$ cat src/rtl/cdc_sched_pkg.sv
// Shared types and default parameter values for the CDC event scheduler.
// The FSM encoding is fixed at 2 bits.
package cdc_sched_pkg;

   typedef enum logic [1:0] {
      ST_IDLE    = 2'd0,
      ST_SETUP   = 2'd1,
      ST_REQ     = 2'd2,
      ST_RELEASE = 2'd3
   } sched_state_e;

   localparam int DEF_NUM_REQ      = 4;
   localparam int DEF_SYNC_STAGES  = 2;
   localparam int DEF_SETUP_CYCLES = 1;

endpackage

$ cat src/rtl/cdc_sync_bit.sv
// Multi-flop level synchroniser for a single asynchronous bit.
// Latency STAGES cycles; no handshake, the input is a slow level.
module cdc_sync_bit #(
   parameter int STAGES = 2
) (
   input  logic clk_i,
   input  logic rst_ni,
   input  logic d_i,
   output logic q_o
);

   logic [STAGES-1:0] sync_q;

   always_ff @(posedge clk_i or negedge rst_ni) begin
      if (!rst_ni) begin
         sync_q <= '0;
      end else begin
         sync_q <= {sync_q[STAGES-2:0], d_i};
      end
   end

   assign q_o = sync_q[STAGES-1];

endmodule

$ cat src/rtl/cdc_event_scheduler.sv
// Round-robin scheduler sharing one 4-phase req/ack CDC channel between NUM_REQ sources;
// grant one cycle after pending, out_req SETUP_CYCLES later; optional overflow flags via CDC_SCHED_OVF_EN.
module cdc_event_scheduler
   import cdc_sched_pkg::*;
#(
   parameter int NUM_REQ      = DEF_NUM_REQ,
   parameter int SYNC_STAGES  = DEF_SYNC_STAGES,
   parameter int SETUP_CYCLES = DEF_SETUP_CYCLES
) (
   input  logic                       in_clk,
   input  logic                       in_reset_n,
   input  logic [NUM_REQ-1:0]         in_evt,
   input  logic                       in_ack,
   input  logic                       in_ovf_clr,
   output logic                       out_req,
   output logic [$clog2(NUM_REQ)-1:0] out_id,
   output logic                       out_busy,
   output logic                       out_done,
   output logic [NUM_REQ-1:0]         out_pending,
   output logic [NUM_REQ-1:0]         out_ovf
);

   localparam int ID_W  = $clog2(NUM_REQ);
   localparam int CNT_W = (SETUP_CYCLES > 1) ? $clog2(SETUP_CYCLES) : 1;

   sched_state_e       state_q, state_d;
   logic [NUM_REQ-1:0] pend_q, pend_d, grant_clr;
   logic [ID_W-1:0]    id_q, id_d;
   logic [ID_W-1:0]    rr_q, rr_d;
   logic [CNT_W-1:0]   cnt_q, cnt_d;
   logic               req_q, req_d;
   logic               done_q, done_d;
   logic               ack_s;
   logic [ID_W-1:0]    win;
   logic               any_pend;

   cdc_sync_bit #(.STAGES(SYNC_STAGES)) u_ack_sync (
      .clk_i  (in_clk),
      .rst_ni (in_reset_n),
      .d_i    (in_ack),
      .q_o    (ack_s)
   );

   // Walk from farthest to nearest so the source right after rr_q wins.
   always_comb begin
      logic [ID_W-1:0] cand;
      win      = '0;
      any_pend = 1'b0;
      cand     = '0;
      for (int k = NUM_REQ; k >= 1; k--) begin
         cand = ID_W'((int'(rr_q) + k) % NUM_REQ);
         if (pend_q[cand]) begin
            win      = cand;
            any_pend = 1'b1;
         end
      end
   end

   always_comb begin
      state_d   = state_q;
      id_d      = id_q;
      rr_d      = rr_q;
      cnt_d     = cnt_q;
      req_d     = req_q;
      done_d    = 1'b0;
      grant_clr = '0;
      case (state_q)
         ST_IDLE: begin
            if (any_pend) begin
               id_d           = win;
               rr_d           = win;
               grant_clr[win] = 1'b1;
               cnt_d          = CNT_W'(SETUP_CYCLES - 1);
               state_d        = ST_SETUP;
            end
         end
         ST_SETUP: begin
            // A stale ack from the previous transfer must clear before a new request.
            if (cnt_q != '0) begin
               cnt_d = cnt_q - CNT_W'(1);
            end else if (!ack_s) begin
               req_d   = 1'b1;
               state_d = ST_REQ;
            end
         end
         ST_REQ: begin
            if (ack_s) begin
               req_d   = 1'b0;
               state_d = ST_RELEASE;
            end
         end
         ST_RELEASE: begin
            if (!ack_s) begin
               done_d  = 1'b1;
               state_d = ST_IDLE;
            end
         end
         default: state_d = ST_IDLE;
      endcase
   end

   assign pend_d = (pend_q & ~grant_clr) | in_evt;

   always_ff @(posedge in_clk or negedge in_reset_n) begin
      if (!in_reset_n) begin
         state_q <= ST_IDLE;
         pend_q  <= '0;
         id_q    <= '0;
         rr_q    <= ID_W'(NUM_REQ - 1);
         cnt_q   <= '0;
         req_q   <= 1'b0;
         done_q  <= 1'b0;
      end else begin
         state_q <= state_d;
         pend_q  <= pend_d;
         id_q    <= id_d;
         rr_q    <= rr_d;
         cnt_q   <= cnt_d;
         req_q   <= req_d;
         done_q  <= done_d;
      end
   end

`ifdef CDC_SCHED_OVF_EN
   logic [NUM_REQ-1:0] ovf_q, ovf_d, ovf_set, owner;

   always_comb begin
      owner = '0;
      if (state_q != ST_IDLE) begin
         owner[id_q] = 1'b1;
      end
      ovf_set = in_evt & (pend_q | owner);
      ovf_d   = ovf_set | (in_ovf_clr ? '0 : ovf_q);
   end

   always_ff @(posedge in_clk or negedge in_reset_n) begin
      if (!in_reset_n) begin
         ovf_q <= '0;
      end else begin
         ovf_q <= ovf_d;
      end
   end

   assign out_ovf = ovf_q;
`else
   logic unused_ovf_clr;
   assign unused_ovf_clr = in_ovf_clr;
   assign out_ovf        = '0;
`endif

   assign out_req     = req_q;
   assign out_id      = id_q;
   assign out_busy    = (state_q != ST_IDLE);
   assign out_done    = done_q;
   assign out_pending = pend_q;

endmodule

$ cat config.mk
export PLATFORM = sky130hd
export DESIGN_NAME = cdc_event_scheduler
export DESIGN_NICKNAME = d
export VERILOG_FILES = /design/src/rtl/cdc_sched_pkg.sv /design/src/rtl/cdc_sync_bit.sv /design/src/rtl/cdc_event_scheduler.sv
export SDC_FILE = /design/constraint.sdc
export NUM_CORES = 1
export LEC_CHECK = 0
export CAP_MARGIN = 25
export CORE_MARGIN = 2
export CORE_UTILIZATION = 45
export CTS_CLUSTER_DIAMETER = 80
export DETAILED_ROUTE_END_ITERATION = 7
export GPL_TIMING_DRIVEN = 0
export PLACE_DENSITY = 0.76
export SYNTH_ARGS = -nofsm -noshare
export SYNTH_HDL_FRONTEND = slang
export SYNTH_SLANG_ARGS = --single-unit
$ cat constraint.sdc
create_clock -name in_clk -period 1.9 [get_ports in_clk]
set_input_delay 0.285 -clock in_clk [delete_from_list [all_inputs] [get_ports in_clk]]
set_output_delay 0.285 -clock in_clk [all_outputs]
set_load 0.1 [all_outputs]
---- Word level (Yosys, flattened, before mapping) ----
Cells that the tools add are included.
storage, ports and cells
  flip-flop bits (word level) ............. 15
  bits in latches ......................... 0
  memory bits (writable) .................. 0
  bits in read-only memories .............. 0
  input port bits ......................... 8
  output and inout port bits .............. 13
  word-level logic and storage cells ...... 74
  memories ................................ 0
cells by class
  $add $sub $neg .......................... 5
  multipliers ............................. 0
  div/mod/pow operators ................... 0
  magnitude comparators ................... 6
  eq/ne operators ......................... 8
  shifts and indexed selects .............. 0
  multiplexer cells ....................... 35
  bitwise logic cells ..................... 3
  reductions and logical operators ........ 9
operator list
  cell                                                                                  number
  2-bit 2-to-1 mux                                                                      9
  1-bit 2-to-1 mux                                                                      16
  2-bit by 3-bit less-than comparator with 1-bit output (second input constant)         5
  1-bit binary-select mux with 2-bit select                                             4
  4-bit 2-to-1 mux                                                                      2
  2-bit inequality test (second input constant)                                         4
  2-bit case mux with 4 select lines                                                    1
  2-bit nonzero test                                                                    3
  5-bit AND reduction                                                                   1
  2-bit by 1-bit adder with 2-bit output (second input constant)                        2
  2-bit adder (second input constant)                                                   2
  4-bit AND                                                                             1
  2-bit == test (second input constant)                                                 2
  4-bit NOT                                                                             1
  4-bit OR                                                                              1
  1-bit case mux with 2 select lines                                                    2
  2-bit AND reduction                                                                   2
  4-bit AND reduction                                                                   1
  1-bit demux with 2-bit select                                                         1
  2-bit by 1-bit == test with 1-bit output (second input constant)                      1
  2-bit by 1-bit greater-or-equal comparator with 1-bit output (second input constant)  1
  2-bit logical NOT                                                                     1
  2-bit by 1-bit inequality test with 1-bit output (second input constant)              1
  1-bit logical AND                                                                     1
  1-bit subtractor (second input constant)                                              1

---- Depth between registers and ports, before layout ----
  depth in word-level cells ............... 16
  mapped depth ............................ 6
  mapped depth without buffers ............ 6

---- Modules after synthesis ----
From an unflattened synthesis, not the netlist that was laid out.
second synthesis, totals
  cell total of the unflattened synthesis .. 73
  area total of the unflattened synthesis .. 724.4 um2
modules (own cells, without submodules)
  module               times used  cells an instance  area an instance (um2)  seq. area each (um2)
  cdc_event_scheduler  1           71                 674.4                   302.8
  cdc_sync_bit         1           2                  50.0                    50.0

---- Least setup slack after synthesis ----
No wires, ideal clock.
  path kind ............................... reg-to-reg
  start point ............................. register pend_q[1], in the netlist out_pending[1]
  end point ............................... register pend_q[1], in the netlist out_pending[1]
  library setup time ...................... 121 ps
  arrival ................................. 1889 ps
  data required time ...................... 1779 ps
  setup slack ............................. -110 ps
  cell stages (with the launch flop) ...... 5
  path buffers ............................ 0
  clock period less this slack ............ 2010 ps
  path through ............................ dfrtp_1 nor3b_2 a211oi_2 or3_1 o22a_1
on the way
  longest elaborated chain between the ends .. 15
  elaborated cells on any way between the ends .. 26
  classes of those cells .................. 2 x order compare; 20 x mux; 3 x bitwise; 1 x reduce/logical
RTL lines
  what                                                                                                                                                                line                        text
  start: declaration                                                                                                                                                  cdc_event_scheduler.sv:27   logic [NUM_REQ-1:0] pend_q, pend_d, grant_clr;
  start signal: assignment                                                                                                                                            cdc_event_scheduler.sv:115  pend_q <= pend_d;
  1-bit binary-select mux with 2-bit select                                                                                                                           cdc_event_scheduler.sv:52   if (pend_q[cand]) begin
  1-bit 2-to-1 mux (implied by the code)                                                                                                                              cdc_event_scheduler.sv:52
  2-bit 2-to-1 mux (4 in a row)                                                                                                                                       cdc_event_scheduler.sv:52
  2-bit by 3-bit less-than comparator with 1-bit output (implied by the code) / 2-bit by 1-bit greater-or-equal comparator with 1-bit output (equally long branches)  cdc_event_scheduler.sv:72   grant_clr[win] = 1'b1;
  1-bit logical AND (implied by the code)                                                                                                                             cdc_event_scheduler.sv:72
  1-bit 2-to-1 mux (implied by the code)                                                                                                                              cdc_event_scheduler.sv:72
  1-bit demux with 2-bit select                                                                                                                                       cdc_event_scheduler.sv:72
  4-bit 2-to-1 mux                                                                                                                                                    cdc_event_scheduler.sv:69   if (any_pend) begin
  4-bit 2-to-1 mux                                                                                                                                                    cdc_event_scheduler.sv:67   case (state_q)
  4-bit NOT                                                                                                                                                           cdc_event_scheduler.sv:102  assign pend_d = (pend_q & ~grant_clr) | in_evt;
  4-bit AND *                                                                                                                                                         cdc_event_scheduler.sv:102
  4-bit OR *                                                                                                                                                          cdc_event_scheduler.sv:102
  net pend_d[1]                                                                                                                                                       cdc_event_scheduler.sv:27
The timed path passes the listed nets; every way through them passes the cells marked *. The select of a mux whose other input is x is not followed.
A chain may end at the register's enable or synchronous reset.

---- Worst setup path after layout ----
  start point ............................. register pend_q[1], in the netlist out_pending[1]
  end point ............................... output port out_pending[1]
RTL lines
  what              line                       text
  end: declaration  cdc_event_scheduler.sv:19  output logic [NUM_REQ-1:0] out_pending,
No word-level cell between the ends.

==> metrics.cfg <==
[outcome]
outcome=finished clean

[setup_path]
critical_path_arrival_ps=1580
path_cells=clkdlybuf4s15_1
start_kind=flip-flop
r2r_end=state_q[1]
cp_max_fo=9
worstSetupEndpointType=primary output
critical_path.top_delay_family=buffers and inverters
worstPathRequired_ps=1620
cpPeakStageDelay_ps=850
worst_r2r_path_depth=6
reg2reg_slack_ps=250
slowest_stage=clkdlybuf4s15_1
rr_startpoint=state_q[1]
cp_num_buf_inv=1
worstSetupPathType=flip-flop to primary output

[logic_synthesis]
syn_inst=72
synth-edff-count=0
yosysWarningCount=0
yosysSeqAreaShare_pct=48.9
netlist_area_um2=722
ys_types=24
async_flop_share_pct=100
synth_seq_cells=14
synth_area_per_cell_um2=10.0
ys.flop_type=dfrtp_1

[route]
routedWlPerCell_um=12.1
dr_total_vias=588
wl_met1_um=600
route.detailed.drc=0
drt_iter0_markers=10
routed_wl_mm=1.33
antenna_left=0
viasPerCell=5.35
dr_wl_met3_um=94
dr_wl_met2_um=621
highest_layer=met4
drt_first_pass_iters=4

[finish]
nets=107
n_antenna_cell=0
drive_above_1_share_pct=21.3
fillers=135
multi_input_area_um2=332
final_cell_mix=dfrtp_1 (10), nor2_1 (9), a21oi_1 (6), nand2_1 (6), clkdlybuf4s50_1 (6)
areaGrowthSynthToFinish_pct=29.8
seq_area_um2=355
final_common_cell=dfrtp_1

[sta]
rsz0062_at_grt=false
skew_ps=2.16
report.final.slew_viol_count=0
max_freq_ghz=0.537
tightest_slew_ps=959
finalSetupTns_ps=0
timing.slew.headroom_pct=36.3
min_period_over_period_pct=98.0
setup_violations=0
period_minus_slack_ps=1860
hold_violations=0
setup_ws_ps=37.5

[min_path]
min_from=u_ack_sync.sync_q[0]
hold_class=flip-flop to flip-flop
min_path_cells=0
min_to=u_ack_sync.sync_q[1]

[floorplan]
fp.dieW_um=44.1
initial_utilization_pct=47.9
rows=14
pin_count=21
dieArea_um2=1940
core_area_um2=1510
die_h_um=44.1

[clock_tree]
htree_levels=1
ctsResizeCount=17
clock_latency_ps=280
cts_setup_buffers=0
cts_buffers=3
cts_hold_buf=0
clockRootBuffer=clkbuf_4
max-clock-path-buffers=2
cts_tree=done
path_clk_slew_ps=90
cts.sinks=14

[global_routing]
antenna_found_initial=0
grt_max_degree=15
gr-total-overflow=0
grt_pass1_vias=564
grtUsageTotal_pct=16.6
grt_pass1_wl_mm=2.34

[placed_design]
place_ws_ps=-318
place_congestion=0.749
dp_hpwl_mm=1.02
numPortBuffers=15

[job]
cap_violations=0

==> worst max path at each step <==
stage | endpoint | start | cells past startpoint
floorplan | out_pending[3] | out_pending[3] | 4
global placement | out_busy | state_q[0] | 4
detailed placement | out_busy | state_q[0] | 4
CTS | out_pending[1] | out_pending[1] | 1
global route | out_pending[1] | out_pending[1] | 1
finish | out_pending[1] | out_pending[1] | 1
==> metrics by stage <==
stage               std cells  hold WS, ps  util [%]  area [µm²]
floorplan                  75        -10.6         -         736
global placement          106          334      60.1         906
global route              110          365      62.2         937
CTS                       110          357      61.9         932
finish                    110          356      62.2         937
detailed placement        106          338      60.1         906
==> cell type report <==
| class | count | area share [%] |
|---|---|---|
| Sequential cell | 14 | 37.9 |
| Multi-Input combinational cell | 52 | 35.4 |
| Timing Repair Buffer | 15 | 15.5 |
| Clock buffer | 4 | 3.87 |
| Buffer | 4 | 3.20 |
| Tap cell | 16 | 2.14 |
| Inverter | 5 | 2.00 |
==> logic make-up after synthesis <==
family	share of synthesized area, %
compound gates	19.1
fa+ha+maj	6.93
buf+inv	6.76
flops	48.9
mux	1.56
other cells	0.519
simple gates	16.3
==> state kept, by name, indices dropped and copies added, names as in the netlist <==
register           flops
out_pending            4
out_id                 2
rr_q                   2
state_q                2
u_ack_sync.sync_q      2
out_done               1
out_req                1
==> cells in the mapped netlist, drive strengths merged, types with 4 or more instances <==
| master | n | share of area [%] |
|---|---|---|
| buf | 4 | 4.2 |
| a21oi | 6 | 4.2 |
| o21ai | 5 | 3.5 |
| ha | 4 | 6.9 |
| nand2 | 6 | 3.1 |
| dfrtp | 12 | 42 |
| nor2 | 9 | 4.7 |
| inv | 5 | 2.6 |
==> per-layer routing <==
layer,track usage [%],vias up
li1,-,286
met1,18.9,276
met2,29.4,24
met3,2.45,2
met4,9.09,0
met5,0,-
Power is not shown: default switching activity piles up to over one toggle a cycle in this logic, so the estimate is an artifact.
